[src/rtl/gemm_cmd_queue.sv]
// GEMM command queue: FIFO of operand pairs feeding a fixed-latency
// multiply / multiply-accumulate engine with sticky status flags.
module gemm_cmd_queue #(
  parameter int DATA_W = 32,
  parameter int DEPTH  = 4,
  parameter int LAT    = 5,
  parameter int MODE   = 0
) (
  input  logic              clk,
  input  logic              rst,
  input  logic              gemm_valid,
  input  logic [DATA_W-1:0] gemm_rdata1,
  input  logic [DATA_W-1:0] gemm_rdata2,
  input  logic              acc_clr,
  input  logic              flag_clr,
  output logic              gemm_ready,
  output logic              gemm_done,
  output logic [DATA_W-1:0] result,
  output logic              result_valid,
  output logic              ovf,
  output logic              drop
);

  localparam int PW = (DEPTH > 1) ? $clog2(DEPTH) : 1;
  localparam int CW = (LAT > 1) ? $clog2(LAT) : 1;
  localparam logic [PW:0] FULL = (PW+1)'(DEPTH);
  localparam logic [CW-1:0] BUSY_INIT = CW'(LAT - 1);

  typedef enum logic [1:0] {
    IDLE,
    LOAD,
    BUSY,
    WRITE
  } state_t;

  state_t state, state_nx;

  logic [DATA_W-1:0] mem_a [DEPTH];
  logic [DATA_W-1:0] mem_b [DEPTH];
  logic [PW-1:0]     wr_ptr, rd_ptr;
  logic [PW:0]       count;
  logic [CW-1:0]     busy_cnt;
  logic [DATA_W-1:0] op_a, op_b;
  logic [DATA_W-1:0] acc, result_q;

  logic                push, pop, set_drop;
  logic [2*DATA_W-1:0] prod;
  logic [DATA_W:0]     sum;
  logic [DATA_W-1:0]   acc_in, wr_val;
  logic                wr_ovf;

  assign gemm_ready = (count != FULL);
  assign gemm_done  = (state == IDLE) && (count == '0);
  assign push       = gemm_valid & gemm_ready;
  assign set_drop   = gemm_valid & ~gemm_ready;
  assign pop        = (state == LOAD);

  always_comb begin
    state_nx = state;
    unique case (state)
      IDLE:  if (count != '0) state_nx = LOAD;
      LOAD:  state_nx = BUSY;
      BUSY:  if (busy_cnt == '0) state_nx = WRITE;
      WRITE: state_nx = (count != '0) ? LOAD : IDLE;
      default: state_nx = IDLE;
    endcase
  end

  // acc_clr during WRITE zeroes the addend so the result is just A*B
  always_comb begin
    prod   = {{DATA_W{1'b0}}, op_a} * {{DATA_W{1'b0}}, op_b};
    acc_in = (MODE == 1 && !acc_clr) ? acc : '0;
    sum    = {1'b0, acc_in} + {1'b0, prod[DATA_W-1:0]};
    wr_val = (MODE == 1) ? sum[DATA_W-1:0] : prod[DATA_W-1:0];
    wr_ovf = (|prod[2*DATA_W-1:DATA_W]) | ((MODE == 1) & sum[DATA_W]);
  end

  assign result_valid = (state == WRITE);
  assign result       = (state == WRITE) ? wr_val : result_q;

  always_ff @(posedge clk) begin
    if (push) begin
      mem_a[wr_ptr] <= gemm_rdata1;
      mem_b[wr_ptr] <= gemm_rdata2;
    end
  end

  always_ff @(posedge clk or negedge rst) begin
    if (!rst) begin
      state    <= IDLE;
      wr_ptr   <= '0;
      rd_ptr   <= '0;
      count    <= '0;
      busy_cnt <= '0;
      op_a     <= '0;
      op_b     <= '0;
      acc      <= '0;
      result_q <= '0;
      ovf      <= 1'b0;
      drop     <= 1'b0;
    end else begin
      state <= state_nx;
      if (push) wr_ptr <= wr_ptr + 1'b1;
      if (pop)  rd_ptr <= rd_ptr + 1'b1;
      unique case ({push, pop})
        2'b10:   count <= count + 1'b1;
        2'b01:   count <= count - 1'b1;
        default: count <= count;
      endcase
      if (state == LOAD) begin
        op_a     <= mem_a[rd_ptr];
        op_b     <= mem_b[rd_ptr];
        busy_cnt <= BUSY_INIT;
      end else if (state == BUSY && busy_cnt != '0) begin
        busy_cnt <= busy_cnt - 1'b1;
      end
      if (state == WRITE) begin
        result_q <= wr_val;
        if (MODE == 1) acc <= wr_val;
      end else if (MODE == 1 && acc_clr) begin
        acc <= '0;
      end
      ovf  <= ((state == WRITE) & wr_ovf) | (ovf & ~flag_clr);
      drop <= set_drop | (drop & ~flag_clr);
    end
  end

endmodule
[config.mk]
export PLATFORM = sky130hd
export DESIGN_NAME = gemm_cmd_queue
export DESIGN_NICKNAME = d
export VERILOG_FILES = /design/src/rtl/gemm_cmd_queue.sv
export SDC_FILE = /design/constraint.sdc
export NUM_CORES = 2
export LEC_CHECK = 0
export BUFFER_PORTS_ARGS = -buffer_cell sky130_fd_sc_hd__buf_2
export CAP_MARGIN = 20
export CORE_MARGIN = 2
export CORE_UTILIZATION = 35
export DETAILED_ROUTE_END_ITERATION = 7
export GPL_ROUTABILITY_DRIVEN = 0
export PLACE_DENSITY_LB_ADDON = 0.3
export SLEW_MARGIN = 20
export SYNTH_ARGS = -nofsm -noshare
export SYNTH_HDL_FRONTEND = slang
export SYNTH_SLANG_ARGS = --single-unit
export TNS_END_PERCENT = 30
[constraint.sdc]
create_clock -name clk -period 24.3 [get_ports clk]
set_input_delay 2.43 -clock clk [delete_from_list [all_inputs] [get_ports clk]]
set_output_delay 2.43 -clock clk [all_outputs]
set_load 0.01 [all_outputs]
* After elaboration in Yosys (flattened, before gate mapping)
Memory sizes are Yosys's and may differ from the RTL's. A register that Yosys moved wholly into a read port is not among the register bits.
Index checks and enable logic that the tools add are counted.
** Cells by class
- Add/subtract/negate cells :: 5
- $mul :: 1
- Eq/ne operators :: 8
- Mux-type cells :: 10
- Bitwise gates (word level) :: 9
- Reductions and logical operators :: 13
** Operators with widths (count)
- 32-bit by 32-bit multiplier with 64-bit output :: 1
- 32-bit two-way mux :: 1
- 32-bit OR reduction :: 1
- 2-bit one-hot mux with 4 select lines :: 1
- 2-bit == test (second input constant) :: 3
- 3-bit logical NOT :: 2
- 3-bit two-way mux :: 2
- 3-bit one-hot mux with 2 select lines :: 1
- 3-bit nonzero test :: 2
- 3-bit by 1-bit subtractor with 3-bit output (second input constant) :: 2
- 1-bit bitwise AND :: 5
- 2-bit by 1-bit adder with 2-bit output (second input constant) :: 2
- 2-bit by 1-bit == test with 1-bit output (second input constant) :: 2
- 2-bit two-way mux :: 2
- 2-bit nonzero test :: 2
- 3-bit by 1-bit adder with 3-bit output (second input constant) :: 1
- 1-bit two-way mux :: 3
- 3-bit inequality test (second input constant) :: 1
- 1-bit logical AND :: 2
- 1-bit logical NOT :: 2
- 2-bit logical NOT :: 1
- 2-bit by 1-bit inequality test with 1-bit output (second input constant) :: 1
- 2-bit inequality test (second input constant) :: 1
- 1-bit NOT :: 2
- other kinds (2) :: 3
** Storage, ports and cells
- Register bits after elaboration :: 46
- Bits in writable memories :: 256
- Input bits :: 69
- Output and inout port bits :: 37
- Word-level logic and storage cells :: 56
- Memories kept :: 2
** Memories
- mem_a :: words 4, bits a word 32, rd ports 1, clocked after memory_dff 1, write ports 1, RTL line 38 : logic [DATA_W-1:0] mem_a [DEPTH];
- mem_b :: words 4, bits a word 32, rd ports 1, clocked after memory_dff 1, write ports 1, RTL line 39 : logic [DATA_W-1:0] mem_b [DEPTH];

* Logic depth before layout (Yosys ltp)
- Word-level depth :: 4
- Depth in mapped cells :: 31
- Mapped depth without buffers :: 29

* Least setup slack after synthesis
OpenSTA, ideal clock, no wires.
- Path kind :: flip-flop to output port
- Start :: reg op_a[12] (read register of mem_a)
- End :: out result[31]
- Data arrival time :: 6.896 ns
- Required time :: 21.870 ns
- Slack :: 14.974 ns
- Cell stages (with the launch flop) :: 27
- Path buffers :: 2
- Path through :: dfrtp_1 -> clkbuf_1 -> and2_1 -> fa_1 -> fa_1 -> fa_1 -> inv_1 -> fa_1 -> inv_1 -> fa_1 -> inv_1 -> fa_1 -> inv_1 -> fa_1 -> inv_1 -> fa_1 -> inv_1 -> ha_1 -> clkbuf_1 -> a21oi_1 -> o21ai_0 -> a211oi_1 -> o21ai_1 -> a21oi_1 -> o21ai_0 -> xnor2_1 -> mux2i_1
** On the way
- Word-level cells in the longest chain between the ends :: 2
** RTL lines
- start: declaration :: RTL line 43 : logic [DATA_W-1:0] op_a, op_b;
- 32-bit by 32-bit multiplier with 64-bit output :: RTL line 71 : prod = {{DATA_W{1'b0}}, op_a} * {{DATA_W{1'b0}}, op_b};
- 32-bit two-way mux
- end: declaration :: RTL line 18 : output logic [DATA_W-1:0] result,
Every way passes these cells.

* Worst setup path after layout
- Start :: reg op_b[8] (read register of mem_b)
- End :: out result[31]
** On the way
- Word-level cells in the longest chain between the ends :: 2
** RTL lines (RTL line)
- start: declaration :: 43
- 32-bit by 32-bit multiplier with 64-bit output :: 71
- 32-bit two-way mux
Every way passes these cells.

==> metrics.csv <==
stage,metric,value,unit
sta,finalCriticalPeriod,11380,ps
synth,synthFlopType,edfxtp_1,
sta,finalHoldViolations,0,
finish,finalInstanceArea,0.05065,mm^2
routing,via_per_inst,4.953,
critical_path,r2r-start,op_b[8],
synth,synth_seq_area_share,22.29,%
floorplanning,die_h,369.8,um
floorplanning,coreArea,0.1331,mm^2
floorplanning,io_pins,106,
synth,ys_ff_latch,366,
synth,syn-num-nets,5512,
run,drv_cap,0,
clock_network,clock_latency,600,ps
critical_path,crit_required,21870,ps
clock_network,cts_buffer_depth,3,
finish,syn_to_final_growth,8.137,%
finish,fin_nets,5487,
global_routing,grt.overflow.total,0,
sta,setup_slack,12930,ps
critical_path,criticalPathCategory,flop to primary output,
synth,ys_top_cells_by_area,"fa_1 (38%), edfxtp_1 (16%), and2_1 (8.3%)",
routing,vias,29960,
synth,synth-async-reset-ratio,30.05,%
worst_hold_path,hold_depth,1,
worst_hold_path,holdPathEnd,result_q[11],
global_routing,grt_max_degree,63,
floorplanning,num_rows,134,
outcome,status,finished clean,
sta,fmax,0.08791,GHz
critical_path,endpoint_kind,primary output,
worst_hold_path,min_path_type,flop to flop,
clock_network,cts_tree,done,
clock_network,cts.sinks,366,
critical_path,cp_max_fo,24,
routing,wl_per_cell,19.29,um
synth,ys_warn_count,0,
sta,fin_skew,25.37,ps
critical_path,arrival,8950,ps
sta,slew_headroom,29.94,%
synth,synth_top_cell_by_area,fa_1,
sta,rsz0062_at_grt,no,
clock_network,path_clk_slew,60,ps
sta,min_period_over_period,46.81,%
clock_network,cts-buffers-inserted,43,
synth,syn_area,0.04684,mm^2
sta,setup_viol,0,
critical_path,rr_endpoint,ovf,
critical_path,cp-start-kind,flop,
place,dp_cells,5969,
clock_network,post_cts.repair.setup_buffers,0,
synth,yosysUniqueCellTypes,71,
place,dpl_cell_area,0.04921,mm^2
place,io_buffers,104,
routing,first_iter_violations,1960,
synth,post_synth.cell_area_avg,10.97,um^2
finish,fillers,13160,
routing,ant_nets,0,
global_routing,grt_pass1_wl,188.3,mm
place,hpwl,90.32,mm
synth,synthCells,4271,
global_routing,grt_pass1_vias,32810,
clock_network,cts_hold_buf,0,
clock_network,root_buffer,clkbuf_16,
sta,drv_slew,0,
routing,drc_errors,0,
floorplanning,die_w,369.8,um
clock_network,htree_levels,2,
sta,tightest_slew,1051,ps
global_routing,grt_usage,17.69,%
worst_hold_path,hold_start,result_q[11],
synth,synth_top_area_share,38.34,%
clock_network,cts.repair.resized,0,
finish,instances_no_fill,6049,
floorplanning,fp.dieArea,0.1368,mm^2
routing,dr.pass1.iters,5,
synth,synth_edf_count,256,
finish,drive_gt1_share,9.860,%
global_routing,antenna_found_initial,11,
floorplanning,start_util,35.18,%
place,dp_worst_setup_slack,13640,ps
critical_path,ff2ff_setup_slack,14930,ps
critical_path,r2r_cells,27,
sta,finalSetupTns,0,ps
routing,wl,116.7,mm
## cells in the final DEF (no fill, tap or decap), types with 8 or more instances in the layout
master	Yosys	routed
fa_1	897	897
inv_1	772	772
and2_1	621	621
nand2_1	478	478
ha_1	275	273
edfxtp_1	256	256
dfrtp_1	110	107
buf_2	8	103
mux2_2	95	95
buf_4	0	75
mux4_2	64	64
a21oi_1	58	58
nor2_1	51	51
o21ai_0	46	46
clkbuf_16	0	43
xnor2_1	31	31
a21o_1	29	29
nand4_1	28	28
xor2_1	18	18
nor3_1	16	16
a211oi_1	15	15
o21a_1	14	14
clkbuf_1	227	14
nand3_1	11	11
and3_1	15	11
a31oi_1	11	11
o21bai_1	8	8
## cell usage after synthesis, types with 11 or more instances
library cell and instances:
a211oi_1 15, a21o_1 29, a21oi_1 58, a31oi_1 11, and2_1 621, and3_1 15
buf_1 13, clkbuf_1 227, dfrtp_1 110, edfxtp_1 256, fa_1 897, ha_1 275
inv_1 772, mux2_2 95, mux4_2 64, nand2_1 478, nand3_1 11, nand4_1 28
nor2_1 51, nor3_1 16, o21a_1 14, o21ai_0 46, xnor2_1 31, xor2_1 18
## cell type report
cell class / count / area, um^2 / area share (%)
Antenna cell: 1 / 2.502 / 0.004941
Clock buffer: 62 / 1197 / 2.364
Clock inverter: 17 / 235.2 / 0.4644
Inverter: 772 / 2898 / 5.721
Multi-Input combinational cell: 2885 / 32580 / 64.32
Sequential cell: 366 / 10450 / 20.63
Tap cell: 1768 / 2212 / 4.368
Timing Repair Buffer: 178 / 1079 / 2.129
## registers in the layout, summed over array words and instances (netlist names)
| name | cells |
|---|---|
| busy_cnt | 3 |
| count | 3 |
| drop | 1 |
| mem_a | 128 |
| mem_b | 128 |
| op_a | 32 |
| op_b | 32 |
| ovf | 1 |
| rd_ptr | 2 |
| result_q | 32 |
| state | 2 |
| wr_ptr | 2 |
## through the flow
step / hold WS (ps) / utilization, %
4_1_cts: 494.5 / 38.04
3_5_place_dp: 482.2 / 36.97
2_1_floorplan: 482.9 / -
6_report: 489.0 / 38.05
3_3_place_gp: 477.5 / 36.97
5_1_grt: 500.4 / 38.04
## how the worst max path moves through the flow
stage	from	end	slack (ps)	depth (start not counted)
floorplan	op_a[12]	result[31]	14970	26
global placement	op_b[8]	result[31]	13730	27
detailed placement	op_b[8]	result[31]	13640	27
CTS	op_b[8]	result[31]	12980	27
global route	op_a[10]	result[31]	12500	26
finish	op_b[8]	result[31]	12930	27
## layer usage
metal / vias to the layer above / global-route usage (%) / part of all wire [%] / wire length (um)
met1: 15870 / 24.39 / 45 / 52060
met3: 168 / 2.444 / 5.4 / 6272
met4: 14 / 4.573 / 2.5 / 2914
met2: 755 / 29.33 / 47 / 55360
met5: - / 0 / 0.071 / 83
li1: 13150 / - / - / -
## logic make-up (layout without fill, tap and decap cells)
group                    count (synthesis)  after routing  share of synthesized area, %
AO/OA/AOI/OAI                          241            241                         3.460
other                                    0              1                             0
XOR/XNOR                                49             49                        0.9163
multiplexers                           163            163                         5.447
buffers and inverters                 1020           1029                         8.196
AND/OR/NAND/NOR                       1260           1260                         14.01
flip-flops                             366            366                         22.29
adder cells (fa/ha/maj)               1172           1172                         45.69
## worst max-delay path, stage by stage (launching register included)
cell	delay [ps]
dfrtp_1	770
buf_4	470
nand2_1	140
fa_1	430
inv_1	80
fa_1	430
fa_1	520
inv_1	50
fa_1	470
inv_1	50
fa_1	490
inv_1	50
fa_1	550
inv_1	60
fa_1	480
inv_1	50
fa_1	500
inv_1	60
ha_1	380
a21oi_1	220
o21ai_0	150
a211oi_1	310
o21ai_1	190
a21oi_1	440
o21ai_0	280
xnor2_1	190
mux2i_1	250
buf_2	260
Power is left out: the tool's default activity adds up to more than one toggle a clock period on the data nets, which glitch-free logic cannot reach.
